==> config.mk <==
export PLATFORM = sky130hd
export DESIGN_NAME = perceptron_layer_sequencer
export DESIGN_NICKNAME = d
export VERILOG_FILES = /design/src/rtl/perceptron_layer_sequencer.sv
export SDC_FILE = /design/constraint.sdc
export NUM_CORES = 1
export LEC_CHECK = 0
export CORE_AREA = 2 2 146 148
export CTS_BUF_LIST = sky130_fd_sc_hd__clkbuf_8
export CTS_CLUSTER_DIAMETER = 30
export CTS_CLUSTER_SIZE = 16
export DETAILED_ROUTE_END_ITERATION = 16
export DIE_AREA = 0 0 148 150
export PLACE_DENSITY = 0.74
export SETUP_SLACK_MARGIN = 0.2
export SLEW_MARGIN = 10
export SYNTH_ARGS = -nofsm -noshare
export SYNTH_HDL_FRONTEND = slang
export SYNTH_SLANG_ARGS = --single-unit
==> constraint.sdc <==
create_clock -name clk -period 1.8 [get_ports clk]
set_input_delay 0.36 -clock clk [delete_from_list [all_inputs] [get_ports clk]]
set_output_delay 0.36 -clock clk [all_outputs]
set_load 0.03 [all_outputs]
==> src/rtl/perceptron_layer_sequencer.sv <==
// perceptron_layer_sequencer: time-multiplexes one perceptron PE across the M neurons of a layer.
// Streams one weight row per cycle into the PE and gathers the tagged results into a vector.
module perceptron_layer_sequencer #(
    parameter int N          = 4,
    parameter int M          = 4,
    parameter int DATA_WIDTH = 16,
    parameter int PE_LATENCY = 1,
    parameter int ADDR_WIDTH = (M > 1) ? $clog2(M) : 1
) (
    input  logic                            clk,
    input  logic                            rst,
    input  logic                            i_in_valid,
    output logic                            o_in_ready,
    input  logic [N-1:0][DATA_WIDTH-1:0]    i_in_x,
    output logic                            o_mem_rd_en,
    output logic [ADDR_WIDTH-1:0]           o_mem_addr,
    input  logic [N-1:0][DATA_WIDTH-1:0]    i_mem_w,
    input  logic [DATA_WIDTH-1:0]           i_mem_b,
    output logic [N-1:0][DATA_WIDTH-1:0]    o_pe_x,
    output logic [N-1:0][DATA_WIDTH-1:0]    o_pe_w,
    output logic [DATA_WIDTH-1:0]           o_pe_b,
    input  logic [DATA_WIDTH-1:0]           i_pe_y,
    output logic                            o_out_valid,
    input  logic                            i_out_ready,
    output logic [M-1:0][DATA_WIDTH-1:0]    o_out_y,
    output logic                            o_busy
);
    localparam logic [1:0] S_IDLE  = 2'd0;
    localparam logic [1:0] S_RUN   = 2'd1;
    localparam logic [1:0] S_DRAIN = 2'd2;
    localparam logic [1:0] S_DONE  = 2'd3;

    logic [1:0]                                r_state;
    logic [ADDR_WIDTH-1:0]                     r_issue_cnt;
    logic                                      r_s1_vld;
    logic [ADDR_WIDTH-1:0]                     r_s1_idx;
    logic [PE_LATENCY-1:0]                     r_d_vld;
    logic [PE_LATENCY-1:0][ADDR_WIDTH-1:0]     r_d_idx;
    logic [N-1:0][DATA_WIDTH-1:0]              r_x;
    logic [M-1:0][DATA_WIDTH-1:0]              r_y_buf;

    logic       w_accept;
    logic       w_last_issue;
    logic       w_cap;
    logic       w_cap_last;
    logic [1:0] w_next_state;

    assign w_accept     = (r_state == S_IDLE) && i_in_valid;
    assign w_last_issue = r_issue_cnt == ADDR_WIDTH'(M - 1);
    assign w_cap        = r_d_vld[PE_LATENCY-1];
    assign w_cap_last   = w_cap && (r_d_idx[PE_LATENCY-1] == ADDR_WIDTH'(M - 1));
    assign w_next_state = (r_state == S_IDLE)  ? (w_accept ? S_RUN : S_IDLE) :
                          (r_state == S_RUN)   ? (w_last_issue ? S_DRAIN : S_RUN) :
                          (r_state == S_DRAIN) ? (w_cap_last ? S_DONE : S_DRAIN) :
                          (i_out_ready ? S_IDLE : S_DONE);

    always_ff @(posedge clk) begin
        if (rst) begin
            r_state     <= S_IDLE;
            r_issue_cnt <= '0;
            r_s1_vld    <= 1'b0;
            r_s1_idx    <= '0;
            r_d_vld     <= '0;
            r_d_idx     <= '0;
            r_x         <= '0;
            r_y_buf     <= '0;
        end else begin
            r_state  <= w_next_state;
            r_s1_vld <= o_mem_rd_en;
            r_s1_idx <= o_mem_addr;
            // Tag rides alongside the PE pipeline so each result lands in its neuron slot.
            r_d_vld[0] <= r_s1_vld;
            r_d_idx[0] <= r_s1_idx;
            for (int i = PE_LATENCY - 1; i > 0; i--) begin
                r_d_vld[i] <= r_d_vld[i-1];
                r_d_idx[i] <= r_d_idx[i-1];
            end
            if (w_cap) r_y_buf[r_d_idx[PE_LATENCY-1]] <= i_pe_y;
            if (w_accept) begin
                r_x         <= i_in_x;
                r_issue_cnt <= '0;
            end
            if (r_state == S_RUN) r_issue_cnt <= r_issue_cnt + 1'b1;
        end
    end

    assign o_in_ready  = r_state == S_IDLE;
    assign o_busy      = r_state != S_IDLE;
    assign o_mem_rd_en = r_state == S_RUN;
    assign o_mem_addr  = o_mem_rd_en ? r_issue_cnt : '0;
    assign o_pe_x      = r_x;
    assign o_pe_w      = r_s1_vld ? i_mem_w : '0;
    assign o_pe_b      = r_s1_vld ? i_mem_b : '0;
    assign o_out_valid = r_state == S_DONE;
    assign o_out_y     = r_y_buf;
endmodule

==> results of run 1 <==
## area by class of cell
cell class                      count  area [sq um]
Clock buffer                       17           234
Sequential cell                   138          2770
Clock inverter                     15           175
Fill cell                        1883          9640
Multi-Input combinational cell    498          2830
Tap cell                          275           344
Inverter                            3          13.8
Timing Repair Buffer              429          4680
## per-stage QoR
| stage | instances | area [sq um] |
|---|---|---|
| finish | 1375 | 11100 |
| global route | 1375 | 11100 |
| CTS | 1362 | 10700 |
| detailed placement | 1316 | 9730 |
| global placement | 1316 | 9730 |
| floorplan | 692 | 5470 |
## sequential cells by signal, indices dropped and copies added, names as in the netlist
name / count
r_d_vld: 1
r_state: 2
r_s1_idx: 2
o_out_y: 64
r_d_idx: 2
o_pe_x: 64
r_issue_cnt: 2
r_s1_vld: 1
## worst max path at each step
stage | to | slack (ns) | cells past startpoint
after global placement | r_issue_cnt[0] | 0.05 | 5
after global routing | o_pe_w[51] | -0.09 | 5
final | o_pe_w[48] | -0.03 | 5
after floorplan | o_mem_addr[0] | 0.29 | 3
after CTS | o_pe_w[2] | -0.07 | 5
after detailed placement | o_pe_x[23] | 0.03 | 5
## metal layers
layer  vias to the layer above  share of wire
met5                         -              0
met4                         0          0.033
met3                        39          0.069
met2                       252           0.55
met1                      2837           0.35
li1                       2992              -
## cell families after synthesis
logic type	count (synthesis)	share of synthesized area
compound gates	131	0.127
fa+ha+maj	1	0.00229
buf+inv	56	0.0537
flops	138	0.505
mux	1	0.00411
simple gates	365	0.308
## power by group through the flow
stage	sequential, mW	combinational, mW	clock, mW
2_1_floorplan	3.46	0.466	0
3_5_place_dp	3.29	1.52	0
6_report	3.21	1.78	2.65
5_1_grt	3.22	1.86	2.86
3_3_place_gp	3.28	1.51	0
4_1_cts	3.21	1.64	2.72
## synth_stat cells, types with 2 or more instances
cell      instances
nor2_1            3
nand2b_1          2
clkbuf_1         25
a21oi_1         121
nand3b_1          2
clkbuf_2          3
buf_4             2
and2_1           85
nand2_2          10
nand2_1         248
dfxtp_1         138
nor2b_1           3
and3b_1           3
inv_1             3
a21oi_2          10
buf_6             7
buf_2            16
nand3_1           2
## timing repair
item | 4_1_cts | 5_1_grt
resized for setup | 336 | 198
endpoints found under the setup margin | 214 | 220
setup buffers | 10 | 9
pin swaps | 0 | 23
cloned | 4 | 4
## worst max-delay path: stages (launching register included)
cell     delay [ns]
dfxtp_4        0.37
buf_12         0.15
buf_12         0.13
buf_8          0.12
and2_4         0.13
buf_6          0.13
==> results.py, run 1 <==
metrics = {
    "run_status": {
        "status": "finished, violations left",
        "failed_checks": "negative setup slack",
    },
    "route": {
        "via_per_inst": 4.45,
        "wl_per_cell_um": 17.0,
        "drc": 0,
        "drt-pass1-iter-count": 4,
        "drtAntennaViolNets": 0,
        "drt_wl_total_mm": 23.4,
        "vias": 6120,
        "first_iter_violations": 170,
    },
    "power": {
        "peakVddDrop_mv": 0.456,
        "combPwrFrac": 0.233,
        "p_int_mw": 5.35,
        "total_power_mw": 7.64,
        "p_per_area_mw_per_mm2": 691,
        "p_leak_nw": 4.52,
        "power_frac_seq": 0.420,
        "power_frac_clock": 0.347,
        "power_switching_mw": 2.29,
        "switching_share": 0.300,
    },
    "placed_design": {
        "dp_slack_ns": 0.0335,
        "io_buffers": 377,
        "dp_hpwl_mm": 16.8,
        "gp_congestion": 0.802,
    },
    "logic_synthesis": {
        "synth_edf_count": 0,
        "synth_flop_cell": "dfxtp_1",
        "yosys-top-cells-area": "dfxtp_1 (50%), nand2_1 (17%), a21oi_1 (11%)",
        "netlist_instances": 692,
        "yosysWarnings": 0,
        "async_flop_share": 0,
        "netlist_area_sq_mm": 0.00547,
        "synthDominantCellAreaShare": 0.505,
        "synth_cell_types": 27,
        "avgSynthCellArea_sq_um": 7.91,
        "syn-num-nets": 857,
        "yosys.area.top_type": "dfxtp_1",
        "yosysSeqAreaShare": 0.505,
        "synth_seq_cells": 138,
    },
    "worst_hold_path": {
        "hold_start": "rst",
        "worstHoldPathCells": 2,
        "hp-class": "input pin to register",
        "holdPathEnd": "o_out_y[1]",
    },
    "sta": {
        "max_freq_mhz": 545,
        "drv_slew": 0,
        "slew_headroom": 0.738,
        "fin_crit_ns": 1.83,
        "finalCritPeriodShare": 1.02,
        "holdWs_ns": 0.333,
        "finClkSkew_ns": 0.0126,
        "finalSetupViolCount": 17,
        "finalWorstSetupSlack_ns": -0.0342,
        "fin_setup_tns_ns": -0.496,
        "rsz0062_at_grt": "yes",
        "tightest_slew_ns": 0.394,
        "hold_viol_final": 0,
    },
    "final_layout": {
        "layout-area-overhead-vs-synth_pct": 102,
        "drive_gt1_frac": 0.339,
        "layout_common_cells": "nand2_1 (226), clkdlybuf4s50_1 (162), dfxtp_1 (135)",
        "antenna_cells": 0,
        "fin_util": 0.534,
        "final_common_cell": "nand2_1",
        "nets": 1252,
    },
    "grt": {
        "grt_pass1_vias": 6027,
        "gr-usage-all-layers": 0.195,
        "grt-busiest-layer": "met2",
        "use_met3": 0.0585,
        "use_met1": 0.197,
        "gr-total-overflow": 0,
        "grt_max_degree": 54,
        "antenna_found_initial": 0,
        "use_met2": 0.374,
        "grt_pass1_wl_mm": 33.2,
    },
    "critical_path": {
        "regToRegStartpoint": "r_state[1]",
        "path_class": "register to primary output",
        "crit_arrival_ns": 1.47,
        "worstSetupStartpointType": "register",
        "required_ns": 1.44,
        "cp_max_fo": 7,
        "crit_start": "r_s1_vld",
        "endpoint_kind": "primary output",
        "ff2ff_path_depth": 9,
        "r2r_setup_slack_ns": 0.20,
        "reg2reg_to": "o_pe_x[37]",
    },
    "clock_tree": {
        "numCtsBuffers": 17,
        "clock_path_buffers": 2,
        "clock-sinks": 138,
        "htree_levels": 4,
        "insertion_delay_ns": 0.44,
        "cts.clk_slew.worst_paths_ns": 0.09,
        "cts-root-buf": "clkbuf_8",
        "holdBufCountCts": 0,
        "cts_tree": "done",
    },
    "run": {
        "maxCapViolCount": 0,
    },
    "floorplan": {
        "ios": 378,
        "die_area_sq_mm": 0.0222,
        "rows": 53,
        "die_w_um": 148,
        "start_util": 0.265,
        "die_y_um": 150,
        "coreArea_sq_mm": 0.0207,
    },
}
No activity file was read; power rests on OpenSTA's default activity.
==> run 2, diff against run 1 <==
--- a/config.mk
+++ b/config.mk
@@ -12,6 +12,7 @@
 export DETAILED_ROUTE_END_ITERATION = 16
 export DIE_AREA = 0 0 148 150
 export PLACE_DENSITY = 0.74
+export REMOVE_ABC_BUFFERS = 1
 export SETUP_SLACK_MARGIN = 0.2
 export SLEW_MARGIN = 10
 export SYNTH_ARGS = -nofsm -noshare
==> run 2 against run 1 <==
The run now ends clean. First-iteration DRC count rose by 7.1%. Combinational power shrank 10%. Register-to-register slack better by 0.11 ns. Critical endpoint is now o_pe_w[29].
==> results.py, run 2 (same netlist as run 1, synthesis figures left out) <==
metrics = {
    "run_status": {
        "status": "completed",
    },
    "sta": {
        "drv_slew": 0,
        "finalCritPeriodShare": 0.991,
        "tightest_slew_ns": 0.361,
        "slew_headroom": 0.760,
        "finClkSkew_ns": 0.0174,
        "fin_crit_ns": 1.78,
        "max_freq_mhz": 561,
        "hold_viol_final": 0,
        "finalSetupViolCount": 0,
        "fin_setup_tns_ns": 0,
        "rsz0062_at_grt": "yes",
    },
    "clock_tree": {
        "clock-sinks": 138,
        "clock_path_buffers": 2,
        "cts_tree": "done",
        "cts.clk_slew.worst_paths_ns": 0.09,
        "htree_levels": 4,
        "numCtsBuffers": 17,
        "insertion_delay_ns": 0.44,
        "cts-root-buf": "clkbuf_8",
    },
    "floorplan": {
        "rows": 53,
        "ios": 378,
        "die_area_sq_mm": 0.0222,
        "die_y_um": 150,
        "die_w_um": 148,
        "start_util": 0.265,
        "coreArea_sq_mm": 0.0207,
    },
    "power": {
        "p_leak_nw": 4.32,
        "peakVddDrop_mv": 0.646,
        "total_power_mw": 7.44,
        "p_per_area_mw_per_mm2": 712,
    },
    "grt": {
        "use_met2": 0.306,
        "antenna_found_initial": 0,
        "gr-total-overflow": 0,
        "grt_pass1_wl_mm": 33.1,
        "use_met1": 0.245,
        "grt-busiest-layer": "met2",
        "gr-usage-all-layers": 0.193,
        "use_met3": 0.0753,
        "grt_max_degree": 65,
        "grt_pass1_vias": 5905,
    },
    "final_layout": {
        "nets": 1244,
        "drive_gt1_frac": 0.282,
        "layout-area-overhead-vs-synth_pct": 90.9,
        "final_common_cell": "nand2_1",
        "antenna_cells": 0,
        "design_area_sq_mm": 0.0105,
        "layout_common_cells": "nand2_1 (248), clkdlybuf4s50_1 (162), dfxtp_1 (135)",
    },
    "critical_path": {
        "crit_start": "r_s1_vld",
        "path_class": "register to primary output",
        "endpoint_kind": "primary output",
        "crit_arrival_ns": 1.42,
        "cp_max_fo": 8,
        "worstSetupStartpointType": "register",
        "regToRegStartpoint": "r_state[0]",
        "required_ns": 1.44,
    },
    "worst_hold_path": {
        "hold_start": "rst",
        "hp-class": "input pin to register",
    },
    "placed_design": {
        "dp_hpwl_mm": 15.2,
        "dpl-instance-area_sq_mm": 0.00946,
        "gp_congestion": 0.821,
        "io_buffers": 377,
    },
    "route": {
        "wl_per_cell_um": 15.8,
        "drt_wl_total_mm": 21.6,
        "via_per_inst": 4.36,
        "drtAntennaViolNets": 0,
        "drt-pass1-iter-count": 5,
        "drc": 0,
        "vias": 5954,
        "first_iter_violations": 182,
    },
    "run": {
        "maxCapViolCount": 0,
    },
}
-- run 2: cell count changes in the layout (fill, tap and decap cells not counted), moves of 5 or more --
| cell | previous run | this run |
|---|---|---|
| clkbuf_2 | 34 | 39 |
| and2_1 | 2 | 12 |
| buf_8 | 6 | 0 |
| nand2_1 | 226 | 248 |
| buf_12 | 42 | 18 |
| inv_6 | 7 | 2 |
| a21oi_2 | 33 | 10 |
| buf_4 | 16 | 33 |
| a21oi_1 | 98 | 121 |
| nand2_2 | 23 | 10 |
| and2_4 | 83 | 73 |
| nand2_4 | 9 | 0 |
| clkdlybuf4s15_2 | 8 | 3 |
-- run 2: cell type report --
type,instances,area [sq um]
clock buffers,17,234
clock inverters,15,176
well taps,275,344
inverters,3,13.8
flip-flops and latches,138,2770
multi-input cells,498,2610
fillers,1927,10200
repair buffers,421,4300
-- run 2: critical path: stages (launching register included) --
cell and delay (ns):
dfxtp_4 0.43, buf_6 0.16, buf_16 0.13, and2_4 0.14
buf_6 0.12
-- run 2: worst paths after layout --
path / end / slack, ns / cells after the start
max reg2reg: o_pe_x[30] / 0.31 / 6
min reg2reg: r_d_idx[1] / 0.45 / 1
max: o_pe_w[29] / 0.02 / 4
min: r_d_vld / 0.32 / 2
-- run 2: timing repair --
| action | CTS | global route |
|---|---|---|
| hold buffers | 0 | 0 |
| gates cloned | 7 | 0 |
| buffers inserted | 12 | 3 |
| pin swaps | 1 | 1 |
| resized for setup | 320 | 120 |
| setup endpoints to repair | 214 | 186 |
-- run 2: metal layers --
metal  vias up  share of wire
met5         -              0
met4         0         0.0069
met3        10          0.091
met2       238           0.46
met1      2732           0.44
li1       2974              -
-- run 2: per-stage QoR --
stage | setup slack, ns | util | std cells | hold WS, ns
after floorplan | -2.37 | - | 639 | 0.414
after global placement | 0.0842 | 0.457 | 1313 | 0.437
after detailed placement | 0.0411 | 0.457 | 1313 | 0.440
after CTS | -0.0246 | 0.508 | 1364 | 0.289
after global routing | -0.0677 | 0.505 | 1367 | 0.304
final | 0.0165 | 0.505 | 1367 | 0.316
-- run 2: power breakdown --
group | switching, mW | leakage [nW] | total, mW | internal (mW)
combinational | 0.790 | 2.99 | 1.60 | 0.813
clock | 1.25 | 0.201 | 2.62 | 1.37
sequential | 0.0612 | 1.12 | 3.21 | 3.15
==> run 3, diff against run 2 <==
--- a/config.mk
+++ b/config.mk
@@ -11,6 +11,8 @@
 export CTS_CLUSTER_SIZE = 16
 export DETAILED_ROUTE_END_ITERATION = 16
 export DIE_AREA = 0 0 148 150
+export GPL_ROUTABILITY_DRIVEN = 0
+export GPL_TIMING_DRIVEN = 0
 export PLACE_DENSITY = 0.74
 export REMOVE_ABC_BUFFERS = 1
 export SETUP_SLACK_MARGIN = 0.2
==> run 3 against run 2 <==
Critical path depth is the same. Sequential power is essentially flat. Fmax fell by 0.80%. Non-clock buffer count is 11 lower. Worst setup slack got worse by 0.014 ns. Register-to-register slack worse by 0.13 ns. First-iteration DRC count decreased by 20%. Design area increased by 0.36%. Critical path type unchanged. Critical endpoint is now o_pe_w[3].
==> results.py, run 3 (same netlist as run 1, synthesis figures left out) <==
metrics = {
    "run_status": {
        "status": "completed",
    },
    "floorplan": {
        "rows": 53,
        "start_util": 0.265,
        "die_area_sq_mm": 0.0222,
        "ios": 378,
        "die_y_um": 150,
        "die_w_um": 148,
        "coreArea_sq_mm": 0.0207,
    },
    "final_layout": {
        "final_common_cell": "nand2_1",
        "fin_cells": 1357,
        "layout-area-overhead-vs-synth_pct": 91.6,
        "layout_common_cells": "nand2_1 (216), clkdlybuf4s50_1 (162), dfxtp_1 (134)",
        "antenna_cells": 0,
        "nets": 1234,
        "design_area_sq_mm": 0.0105,
        "nFillCells": 1942,
        "drive_gt1_frac": 0.326,
    },
    "grt": {
        "grt_pass1_vias": 5848,
        "antenna_found_initial": 1,
        "grt_max_degree": 70,
        "grt_pass1_wl_mm": 32.5,
        "gr-total-overflow": 0,
        "gr-usage-all-layers": 0.188,
    },
    "power": {
        "p_per_area_mw_per_mm2": 675,
        "peakVddDrop_mv": 0.736,
        "p_int_mw": 4.92,
        "power_frac_seq": 0.455,
        "p_leak_nw": 4.27,
        "switching_share": 0.304,
        "total_power_mw": 7.07,
        "combPwrFrac": 0.232,
        "power_switching_mw": 2.15,
        "power_frac_clock": 0.313,
    },
    "critical_path": {
        "cp_slowest_stage_delay_ns": 0.43,
        "path_buf_inv": 3,
        "worstPathCellList": "buf_12 > clkbuf_16 > and2_1 > buf_6",
        "cp-endpoint": "o_pe_w[3]",
        "cp_max_fo": 7,
        "endpoint_kind": "primary output",
        "ff2ff_path_depth": 5,
        "reg2reg_to": "o_pe_x[61]",
        "r2r_setup_slack_ns": 0.18,
        "required_ns": 1.44,
        "crit_start": "r_s1_vld",
        "crit_family": "buffers and inverters",
        "slowest_stage": "dfxtp_4",
        "regToRegStartpoint": "r_state[0]",
        "crit_arrival_ns": 1.44,
        "worstSetupStartpointType": "register",
        "path_class": "register to primary output",
        "critical_path_depth": 4,
    },
    "worst_hold_path": {
        "hold_start": "rst",
        "hp-class": "input pin to register",
        "worstHoldPathCells": 2,
    },
    "placed_design": {
        "dp_slack_ns": -0.696,
        "dpl-instance-area_sq_mm": 0.00939,
        "io_buffers": 377,
        "dp_hpwl_mm": 15.0,
        "placed_cells": 1297,
    },
    "route": {
        "drt_wl_total_mm": 22.1,
        "wl_met2_mm": 10.3,
        "wl_met1_mm": 9.50,
        "drtAntennaViolNets": 0,
        "drc": 0,
        "vias": 6014,
        "first_iter_violations": 145,
        "wl_per_cell_um": 16.3,
        "via_per_inst": 4.43,
        "wl_met3_mm": 2.03,
        "routed.top_layer": "met5",
        "drt-pass1-iter-count": 4,
    },
    "sta": {
        "slew_headroom": 0.570,
        "rsz0062_at_grt": "yes",
        "finalWorstSetupSlack_ns": 0.00224,
        "drv_slew": 0,
        "tightest_slew_ns": 0.646,
        "finClkSkew_ns": 0.00726,
        "finalCritPeriodShare": 0.999,
        "holdWs_ns": 0.372,
        "max_freq_mhz": 556,
        "hold_viol_final": 0,
        "finalSetupViolCount": 0,
        "fin_crit_ns": 1.80,
    },
    "clock_tree": {
        "htree_levels": 4,
        "clock_path_buffers": 2,
        "numCtsBuffers": 17,
        "cts.clk_slew.worst_paths_ns": 0.08,
        "insertion_delay_ns": 0.44,
        "cts_tree": "done",
        "clock-sinks": 138,
        "cts-root-buf": "clkbuf_8",
    },
    "run": {
        "maxCapViolCount": 0,
    },
}
[run 3: cell count changes in the layout (fill, tap and decap cells not counted), moves of 10 or more]
cell / delta
a21oi_2: +24
buf_6: +18
nand2_2: +32
nand2_1: -32
buf_12: -10
a21oi_1: -24
buf_4: -22
[run 3: area by class of cell]
class,count,area (sq um),area share
clock buffers,17,234,0.0223
clock inverters,15,103,0.00978
inverters,3,13.8,0.00131
multi-input cells,499,2820,0.269
flip-flops and latches,138,2780,0.265
well taps,275,344,0.0328
repair buffers,410,4200,0.400
[run 3: metal layers]
layer,track usage,vias up
li1,-,2952
met1,0.233,2802
met2,0.298,239
met3,0.0841,19
met4,0.0505,2
met5,0,-
[run 3: power by group through the flow]
| stage | sequential, mW | combinational, mW | clock (mW) |
|---|---|---|---|
| 6_report | 3.22 | 1.64 | 2.22 |
| 2_1_floorplan | 3.48 | 0.380 | 0 |
| 3_3_place_gp | 3.30 | 1.40 | 0 |
| 5_1_grt | 3.23 | 1.73 | 2.43 |
| 4_1_cts | 3.21 | 1.54 | 2.31 |
| 3_5_place_dp | 3.29 | 1.41 | 0 |
[run 3: metrics by stage]
stage,TNS [ns],utilization
final,0,0.507
after floorplan,-153.93,-
after CTS,-0.733,0.491
after detailed placement,-46.93,0.454
after global placement,-630.85,0.450
after global routing,-1.84,0.507
[run 3: worst min path at each step]
stage,endpoint,slack (ns)
floorplan,r_d_idx[0],0.41
global placement,r_d_idx[1],0.43
detailed placement,r_d_idx[1],0.43
CTS,o_out_y[14],0.32
global route,o_out_y[14],0.38
finish,o_out_y[14],0.37
[run 3: timing repair]
action | 4_1_cts | 5_1_grt
hold buffers | 0 | 0
pin swaps | 23 | 79
buffers inserted | 16 | 5
cloned | 5 | 2
gates resized for setup | 827 | 204
setup endpoints to repair | 279 | 219
